**config.mk**
```make
export PLATFORM = sky130hd
export DESIGN_NAME = baud_gen_frac
export DESIGN_NICKNAME = d
export VERILOG_FILES = /design/src/rtl/uart_pkg.sv /design/src/rtl/baud_frac_div.sv /design/src/rtl/baud_gen_frac.sv
export SDC_FILE = /design/constraint.sdc
export NUM_CORES = 1
export LEC_CHECK = 0
export ABC_AREA = 1
export CAP_MARGIN = 20
export CORE_MARGIN = 10
export CORE_UTILIZATION = 55
export DETAILED_ROUTE_END_ITERATION = 8
export PLACE_DENSITY = 0.8
export SETUP_SLACK_MARGIN = 0.1
export SLEW_MARGIN = 20
export SYNTH_ARGS = -nofsm -noshare
export SYNTH_HDL_FRONTEND = slang
export SYNTH_HIERARCHICAL = 1
export SYNTH_SLANG_ARGS = --single-unit
```
**constraint.sdc**
```tcl
create_clock -name clk_i -period 5.09 [get_ports clk_i]
set_input_delay 1.018 -clock clk_i [delete_from_list [all_inputs] [get_ports clk_i]]
set_output_delay 1.018 -clock clk_i [all_outputs]
set_load 0.005 [all_outputs]
```
**src/rtl/uart_pkg.sv**
```systemverilog
// Shared UART definitions: standard baud rates and the fractional divisor helper.
package uart_pkg;

  localparam int unsigned BAUD_9600_RATE   = 9600;
  localparam int unsigned BAUD_19200_RATE  = 19200;
  localparam int unsigned BAUD_38400_RATE  = 38400;
  localparam int unsigned BAUD_57600_RATE  = 57600;
  localparam int unsigned BAUD_115200_RATE = 115200;
  localparam int unsigned BAUD_230400_RATE = 230400;
  localparam int unsigned BAUD_460800_RATE = 460800;
  localparam int unsigned BAUD_921600_RATE = 921600;

  typedef struct packed {
    logic [31:0] div_int;
    logic [31:0] div_frac;
  } baud_div_t;

  // D = clk * 2^fracw / (baud * osr), truncated, split into integer and fraction.
  function automatic baud_div_t calc_baud_div(input longint unsigned clk,
                                              input longint unsigned baud,
                                              input longint unsigned osr,
                                              input int unsigned     fracw);
    longint unsigned d;
    baud_div_t       r;
    d          = (clk << fracw) / (baud * osr);
    r.div_int  = 32'(d >> fracw);
    r.div_frac = 32'(d & ((64'd1 << fracw) - 64'd1));
    return r;
  endfunction

endpackage

```
**src/rtl/baud_frac_div.sv**
```systemverilog
// Fractional cycle divider: each period is div_int_eff or div_int_eff+1 cycles,
// chosen by the carry out of a phase accumulator.
module baud_frac_div
  import uart_pkg::*;
#(
  parameter int unsigned IntWidth  = 16,
  parameter int unsigned FracWidth = 8
) (
  input  logic                 clk_i,
  input  logic                 rst_i,
  input  logic                 enable,
  input  logic                 clear,
  input  logic [IntWidth-1:0]  div_int_eff,
  input  logic [FracWidth-1:0] div_frac,
  output logic                 os_tick
);

  logic [IntWidth:0]  cnt;
  logic [IntWidth:0]  last;
  logic [FracWidth-1:0] acc;
  logic [FracWidth:0] sum;

  assign sum  = {1'b0, acc} + {1'b0, div_frac};
  // One extra bit so div_int_eff + carry never wraps.
  assign last = {1'b0, div_int_eff} + {{IntWidth{1'b0}}, sum[FracWidth]}
              - {{IntWidth{1'b0}}, 1'b1};

  assign os_tick = enable && !clear && !rst_i && (cnt == last);

  always_ff @(posedge clk_i) begin
    if (rst_i || clear || !enable) begin
      cnt <= '0;
      acc <= '0;
    end else if (os_tick) begin
      cnt <= '0;
      acc <= sum[FracWidth-1:0];
    end else begin
      cnt <= cnt + 1'b1;
    end
  end

endmodule

```
**src/rtl/baud_gen_frac.sv**
```systemverilog
// UART baud generator: shadowed fractional divisor applied only when the line is idle,
// oversample tick from the fractional divider, bit tick every OverSampleRate ticks.
module baud_gen_frac
  import uart_pkg::*;
#(
  parameter int unsigned ClockFrequency = 50_000_000,
  parameter int unsigned OverSampleRate = 16,
  parameter int unsigned DefaultBaud    = 115_200,
  parameter int unsigned IntWidth       = 16,
  parameter int unsigned FracWidth      = 8
) (
  input  logic                 clk_i,
  input  logic                 rst_i,
  input  logic                 enable_i,
  input  logic                 div_wr_i,
  input  logic [IntWidth-1:0]  div_int_i,
  input  logic [FracWidth-1:0] div_frac_i,
  input  logic                 rx_busy_i,
  input  logic                 tx_busy_i,
  output logic                 os_tick_o,
  output logic                 bit_tick_o,
  output logic                 div_pending_o,
  output logic [IntWidth-1:0]  div_int_o,
  output logic [FracWidth-1:0] div_frac_o
);

  localparam baud_div_t RstDiv = calc_baud_div(64'(ClockFrequency), 64'(DefaultBaud),
                                               64'(OverSampleRate), FracWidth);
  localparam logic [IntWidth-1:0]  RST_INT  = RstDiv.div_int[IntWidth-1:0];
  localparam logic [FracWidth-1:0] RST_FRAC = RstDiv.div_frac[FracWidth-1:0];
  localparam int unsigned          OsW      = $clog2(OverSampleRate);
  localparam logic [OsW-1:0]       OS_LAST  = OsW'(OverSampleRate - 1);

  logic [IntWidth-1:0]  act_int, shd_int, int_eff;
  logic [FracWidth-1:0] act_frac, shd_frac;
  logic                 pending, apply, os_tick;
  logic [OsW-1:0]       os_cnt;

  // A write in the same cycle wins; the apply waits for the next idle cycle.
  assign apply   = pending && !div_wr_i && !(rx_busy_i || tx_busy_i);
  assign int_eff = (act_int < IntWidth'(2)) ? IntWidth'(2) : act_int;

  always_ff @(posedge clk_i) begin
    if (rst_i) begin
      shd_int  <= RST_INT;
      shd_frac <= RST_FRAC;
      act_int  <= RST_INT;
      act_frac <= RST_FRAC;
      pending  <= 1'b0;
    end else if (div_wr_i) begin
      shd_int  <= div_int_i;
      shd_frac <= div_frac_i;
      pending  <= 1'b1;
    end else if (apply) begin
      act_int  <= shd_int;
      act_frac <= shd_frac;
      pending  <= 1'b0;
    end
  end

  always_ff @(posedge clk_i) begin
    if (rst_i || !enable_i || apply) begin
      os_cnt <= '0;
    end else if (os_tick) begin
      os_cnt <= (os_cnt == OS_LAST) ? '0 : os_cnt + 1'b1;
    end
  end

  baud_frac_div #(
    .IntWidth (IntWidth),
    .FracWidth(FracWidth)
  ) u_div (
    .clk_i      (clk_i),
    .rst_i      (rst_i),
    .enable     (enable_i),
    .clear      (apply),
    .div_int_eff(int_eff),
    .div_frac   (act_frac),
    .os_tick    (os_tick)
  );

  assign os_tick_o     = os_tick;
  assign bit_tick_o    = os_tick && (os_cnt == OS_LAST);
  assign div_pending_o = pending;
  assign div_int_o     = act_int;
  assign div_frac_o    = act_frac;

endmodule
```
==> run summary, run 1 <==
Clk Latency, worst-skew pair - 0.35 ns
Max Fanout on Critical Path - 3
Met1 usage - 0.2183
CTS Buf Count - 9
Synth warn - 6
CP Launch Type - register
Most frequent cells in the layout - nor2_1 (154), nand2_1 (123), dfxtp_1 (77)
Finished Layout Cells - 794
Clock sinks - 78
Vias per cell - 5.145
Post-synth cell types - 39
Initial DRC count - 198
Via count - 4,085
Clock skew - 0.01228 ns
Final HPWL from detailed placement - 7986 microns
Most used DFF post-synth - dfxtp_1
Initial Util - 0.5640
P_leak - 2.367 nW
CTS tree - built
R2r setup slk - 1.54 ns
Htree depth - 3
Root Driver - clkbuf_8
Simple-gate portion of the synthesized area - 0.3582
Fraction of layout cells with a size suffix above 1 - 0.08671
GRT Total Usage - 0.1795
Slew HR - 0.5275
Min-Delay Path Class - register to register
Endpoint type of the worst setup path - output port
Max Transition Viols Final - 0
Core ar. - 7687 sq um
Yosys top cell area share - 0.3602
DP Cell Count - 771
Die area - 11,830 sq um
Placement Rows - 32
Overflow after GRT - 0
Final GP Congestion - 0.9463
Hold buffer count at CTS - 0
Total Routed Length - 10,640 microns
Mapped Area - 4335 sq um
Post-synthesis compound-gate area fraction - 0.07475
Maximum VDD drop - 0.1773 mV
Reg2reg path depth - 21
Synth area leader - dfxtp_1
Met3 Track Usage GR - 0.04130
Global-route wire length before repair - 17,420 microns
WHS Path Cells - 2
Clock buffer depth - 2
Fin. Hold Viols - 0
Worst-path clk slew - 0.09 ns
Fin area - 5200 sq um
Post-Synthesis Cells - 641
Pin count of the biggest net entering global routing - 49
Post-Synthesis Net Count - 684
Ys async rst share - 0
Post-route ant nets - 0
Sequential share of the synthesized area - 0.3602
Number of antenna violations at the first check in global routing - 0
R2r endpoint - os_cnt[3]$_SDFFE_PP0P_
Commonest non-fill, non-tap cell in the layout - nor2_1
Hold Crit Endpoint - shd_int[4]$_SDFFE_PP1P_
Antenna cells - 0
Final nets - 730
Final critical-path share of the clock period - 0.8865
Vias in the first global route - 3,862
Final Util - 0.6764
Routed wire per std cell - 13.40 microns
Dpl cell area - 4873 sq um
Area growth syn-to-layout - 19.94%
GRT met2 Usage - 0.3022
Post-synth EDFFs - 0
Port buffer count - 56
Hold WS - 0.4697 ns
1st-pass router iterations - 5
GR peak layer - met2
Fmax - 221.6 MHz
PwrDens - 245.2 nW/um^2
Synth area leaders - dfxtp_1 (36%), nor2_1 (14%), nand2_1 (11%)
Critical path class - register to output port
Setup TNS - 0 ns
XOR/XNOR Fraction of Synth Area - 0.06465
Least-Margin Pin Slew - 0.7079 ns
Post-route DRC - 0
Data required, critical path - 4.07 ns
Synth Area in Adders - 0.03925
Worst Hold Launch - shd_int[4]$_SDFFE_PP1P_
Die H - 108.8 microns
RSZ-0062 raised after global routing - no
Crit path arrival time - 3.49 ns
Max Cap Viol - 0
Synth Area per Inst - 6.764 sq um
Mux cell area share after synthesis - 0.002309
Die X - 108.8 microns
I/O pin count - 57
Setup violations, final - 0
Shortest period the worst path allows - 4.512 ns
Main combinational cell family by area after synthesis - simple AND/OR/NAND/NOR gates
Status - finished, final reports clean
Flops & latches, synth - 78
Worst R2R Start - div_frac_o[0]$_SDFFE_PP0P_
cells by family (layout without fill, tap and decap cells):
| logic type | after synthesis | in the layout |
|---|---|---|
| XOR/XNOR | 32 | 32 |
| AO/OA/AOI/OAI | 62 | 62 |
| flip-flops | 78 | 78 |
| multiplexers | 1 | 1 |
| buffers and inverters | 100 | 151 |
| AND/OR/NAND/NOR | 355 | 355 |
| adder cells (fa/ha/maj) | 13 | 13 |
worst max-delay path: stages (launching register included):
cell and delay, ns:
dfxtp_2 0.34, ha_2 0.20, fa_2 0.36, nand4_1 0.09, o211ai_1 0.13, a21o_1 0.21, a21oi_2 0.13, ha_2 0.24
nand3_2 0.13, nor2_2 0.18, xor2_1 0.28, nand4_1 0.15, nor2_1 0.12, nand2_1 0.07, nor3_2 0.19, nand4_1 0.13
inv_1 0.07, dlymetal6s2s_1 0.12
final cells by class:
class	count	area, sq um
Clock inverter	6	75.07
Clock buffer	10	137.6
Timing Repair Buffer	66	640.6
Tap cell	102	127.6
Sequential cell	78	1563
Multi-Input combinational cell	463	2392
Inverter	69	264.0
Fill cell	693	2487
flip-flops by register name, indices dropped and copies added, names as in the netlist:
name / flops
shd_frac: 8
u_div/acc: 8
shd_int: 16
div_int_o: 16
div_frac_o: 8
u_div/cnt: 17
div_pending_o: 1
os_cnt: 4
cells in the mapped netlist (all sizes together) (7+ instances only):
cell / n
nand3: 36
nor2: 165
nor3: 7
nand4: 15
inv: 67
o21ai: 43
xor2: 22
xnor2: 10
a21oi: 13
nand2: 126
dfxtp: 78
ha: 12
buf: 11
clkbuf: 20
repair_timing:
action	in CTS	in global routing
gates resized for setup	5	10
setup buffers	0	7
setup endpoints to repair	2	2
pin swaps	0	10
report_power, final:
part / leakage (nW) / internal [mW] / switching, mW
Clock: 0.105 / 0.248 / 0.250
Sequential: 0.637 / 0.630 / 0.0178
Combinational: 1.62 / 0.0603 / 0.0695
worst max-delay path by stage:
| stage | endpoint | start | cells after the start |
|---|---|---|---|
| 6_report | bit_tick_o | div_frac_o[0]$_SDFFE_PP0P_ | 17 |
| 2_1_floorplan | bit_tick_o | div_frac_o[0]$_SDFFE_PP0P_ | 20 |
| 3_5_place_dp | bit_tick_o | div_frac_o[0]$_SDFFE_PP0P_ | 21 |
| 3_3_place_gp | bit_tick_o | div_wr_i | 14 |
| 4_1_cts | bit_tick_o | div_frac_o[0]$_SDFFE_PP0P_ | 19 |
| 5_1_grt | bit_tick_o | div_frac_o[5]$_SDFFE_PP1P_ | 22 |
metrics by stage:
step	worst slack (ns)	total power, mW
3_3_place_gp	0.3613	0.7854
5_1_grt	0.2335	1.329
6_report	0.5775	1.275
3_5_place_dp	0.3212	0.7886
2_1_floorplan	0.7925	0.7368
4_1_cts	0.1237	1.279
routing by layer:
layer	part of all wire	wire length (microns)
met5	0	0
met4	0.021	219
met3	0.045	483
met2	0.48	5145
met1	0.45	4794
No activity file was read; power rests on OpenSTA's default activity.
==> inputs of run 2 (changes only) <==
--- a/config.mk
+++ b/config.mk
@@ -7,8 +7,9 @@
 export LEC_CHECK = 0
 export ABC_AREA = 1
 export CAP_MARGIN = 20
-export CORE_MARGIN = 10
+export CORE_MARGIN = 2
 export CORE_UTILIZATION = 55
+export CTS_CLUSTER_DIAMETER = 50
 export DETAILED_ROUTE_END_ITERATION = 8
 export PLACE_DENSITY = 0.8
 export SETUP_SLACK_MARGIN = 0.1
==> run 2 against run 1 <==
Effect of this change: clock skew shrank 0.0048 ns; fmax decreased by 0.59%; combinational power hardly changed; critical endpoint unchanged; sequential cell count is the same; largest cell class unchanged.
==> run summary, run 2 (synthesized netlist as in run 1, its figures left out) <==
Hold buffer count at CTS - 0 (unchanged)
Worst-path cell chain - ha_2 > fa_2 > nand4_1 > o211ai_1 > a21o_1 > a21oi_2 > ha_2 > ha_4 > buf_4 > nand2_1 > nand2_1 > and2_1 > nor2_1 > inv_1 > nand4_1 > nor2_1 > nand2_1 > nor3_2 > nand4_1 > inv_1 > dlymetal6s2s_1
Worst R2R Start - div_frac_o[0]$_SDFFE_PP0P_
Commonest non-fill, non-tap cell in the layout - nor2_1
Via count - 4,062 (-0.56%)
Fin. Hold Viols - 0 (unchanged)
Slowest stage delay, CP - 0.38 ns (+0.02 ns)
Crit path arrival time - 3.52 ns (+0.03 ns)
Antenna cells - 0 (unchanged)
Worst Hold Launch - shd_frac[5]$_SDFFE_PP1P_
Overflow after GRT - 0 (unchanged)
DR top layer - met4
Final HPWL from detailed placement - 7336 microns (-8.1%)
Clock sinks - 78 (unchanged)
Max Cap Viol - 0 (unchanged)
Sw Share - 0.2764 (+0.01182)
Least-Margin Pin Slew - 0.7132 ns (+0.005293 ns)
Multi-input gate area in the final layout - 2371 sq um (-0.89%)
Worst-path clk slew - 0.09 ns (about the same)
Total Routed Length - 9867 microns (-7.3%)
Switch Pwr - 0.3328 mW (-1.3%)
CTS tree - built
I/O pin count - 57 (unchanged)
Most frequent cells in the layout - nor2_1 (155), nand2_1 (122), dfxtp_1 (77)
Post-route DRC - 0 (unchanged)
Root Driver - clkbuf_8
Slew HR - 0.5240 (-0.003532)
Delay-heaviest family, CP - simple AND/OR/NAND/NOR gates
RSZ-0062 raised after global routing - no
Met2 WL - 4755 microns (-7.6%)
Final nets - 728 (-0.27%)
PwrDens - 234.7 nW/um^2 (-4.3%)
Critical path class - register to output port
Port buffer count - 56 (unchanged)
Fraction of layout cells with a size suffix above 1 - 0.07971 (-0.006995)
Routed wire per std cell - 12.46 microns (-7.0%)
Area growth syn-to-layout - 18.35%
Clk Latency, worst-skew pair - 0.35 ns (about the same)
Post-route ant nets - 0 (unchanged)
Initial Util - 0.5640 (unchanged)
CTS Buf Count - 9 (unchanged)
Clock power frac - 0.356 (-0.034)
GRT Total Usage - 0.2388 (+0.05930)
Final GP Congestion - 0.9541 (+0.82%)
Min-Delay Path Class - register to register
Register share of total power - 0.537 (+0.029)
Setup violations, final - 0 (unchanged)
Max FFs per register - 17 (unchanged)
Die area - 8609 sq um (-27%)
Critical path's slowest cell - fa_2
Final Util - 0.6675 (-0.008952)
Core ar. - 7687 sq um (unchanged)
CP Launch Type - register
Initial DRC count - 269 (+36%)
P_leak - 2.335 nW (-1.4%)
Final critical-path share of the clock period - 0.8918 (+0.005241)
Max Transition Viols Final - 0 (unchanged)
Storage cell area - 1563 sq um (unchanged)
Placement Rows - 32 (unchanged)
Status - finished, final reports clean
Pin count of the biggest net entering global routing - 49 (unchanged)
Die H - 92.79 microns (-15%)
Vias per cell - 5.129 (-0.31%)
Top reg by flops - u_div/cnt
# fillers - 690 (-0.43%)
Htree depth - 3 (unchanged)
Die X - 92.79 microns (-15%)
Shortest period the worst path allows - 4.539 ns (+0.02668 ns)
Pint - 0.8716 mW (-7.1%)
Number of antenna violations at the first check in global routing - 0 (unchanged)
Crit path from - div_frac_o[0]$_SDFFE_PP0P_
Vias in the first global route - 3,784 (-2.0%)
Clock skew - 0.007495 ns (-0.004780 ns)
Fmax - 220.3 MHz (-0.59%)
Routed met3 length - 470 microns (-2.7%)
Data required, critical path - 4.07 ns (about the same)
Endpoint type of the worst setup path - output port
1st-pass router iterations - 5 (unchanged)
Met1 WL - 4474 microns (-6.7%)
Global-route wire length before repair - 16,770 microns (-3.7%)
Max Fanout on Critical Path - 4 (+1)
Clock buffer depth - 2 (unchanged)
Setup TNS - 0 ns (unchanged)
CP bufs+invs - 4 (+2)
Maximum VDD drop - 0.1874 mV (+5.7%)
Combinational power share - 0.107 (+0.005)
run 2: worst register-to-register path, delay by kind of cell (launching register included):
family / cells / cell delay (ns)
flip-flops: 1 / 0.35
buffers and inverters: 1 / 0.10
AO/OA/AOI/OAI: 3 / 0.44
adder cells (fa/ha/maj): 4 / 0.99
AND/OR/NAND/NOR: 10 / 1.61
run 2: area by class of cell:
class	instances	share of cell area
tap	102	0.02487
clock inverter	7	0.01097
multi-input combinational	463	0.4621
timing repair buffer	64	0.1219
sequential	78	0.3046
inverter	69	0.05145
clock buffer	9	0.02414
run 2: metrics by stage:
stage	cell area, sq um	worst slack (ns)	cells	hold slack [ns]	total power, mW
after global routing	5131	0.2258	792	0.5131	1.257
after global placement	4873	0.3707	771	0.4398	0.7845
after CTS	5074	0.1198	787	0.4822	1.214
after detailed placement	4873	0.3024	771	0.4549	0.7879
after floorplan	4335	0.7925	641	0.4292	0.7368
final	5131	0.5509	792	0.4797	1.204
run 2: timing repair:
item,in CTS,in global routing
gates resized for setup,4,8
endpoints found under the setup margin,2,2
gates cloned,0,0
pin swaps,0,8
setup buffers,0,5
run 2: worst paths after layout:
check                               endpoint  slack, ns  depth (start not counted)
hold reg to reg   div_frac_o[5]$_SDFFE_PP1P_       0.48                          2
setup reg to reg    u_div/cnt[16]$_SDFF_PP0_       1.51                         18
hold / removal    div_frac_o[5]$_SDFFE_PP1P_       0.48                          2
setup / recovery                  bit_tick_o       0.55                         21
run 2: power groups by stage:
stage          logic, mW  clock network [mW]  registers [mW]
6_report           0.129               0.429           0.647
5_1_grt            0.145               0.462           0.650
4_1_cts            0.128               0.439           0.647
3_5_place_dp       0.127                   0           0.661
3_3_place_gp       0.124                   0           0.661
2_1_floorplan     0.0827                   0           0.654
run 2: metal layers:
| layer | up-vias | track usage |
|---|---|---|
| met1 | 1843 | 0.3075 |
| met3 | 18 | 0.05045 |
| met2 | 113 | 0.4016 |
| met4 | 0 | 0.07230 |
| met5 | - | 0 |
| li1 | 2088 | - |
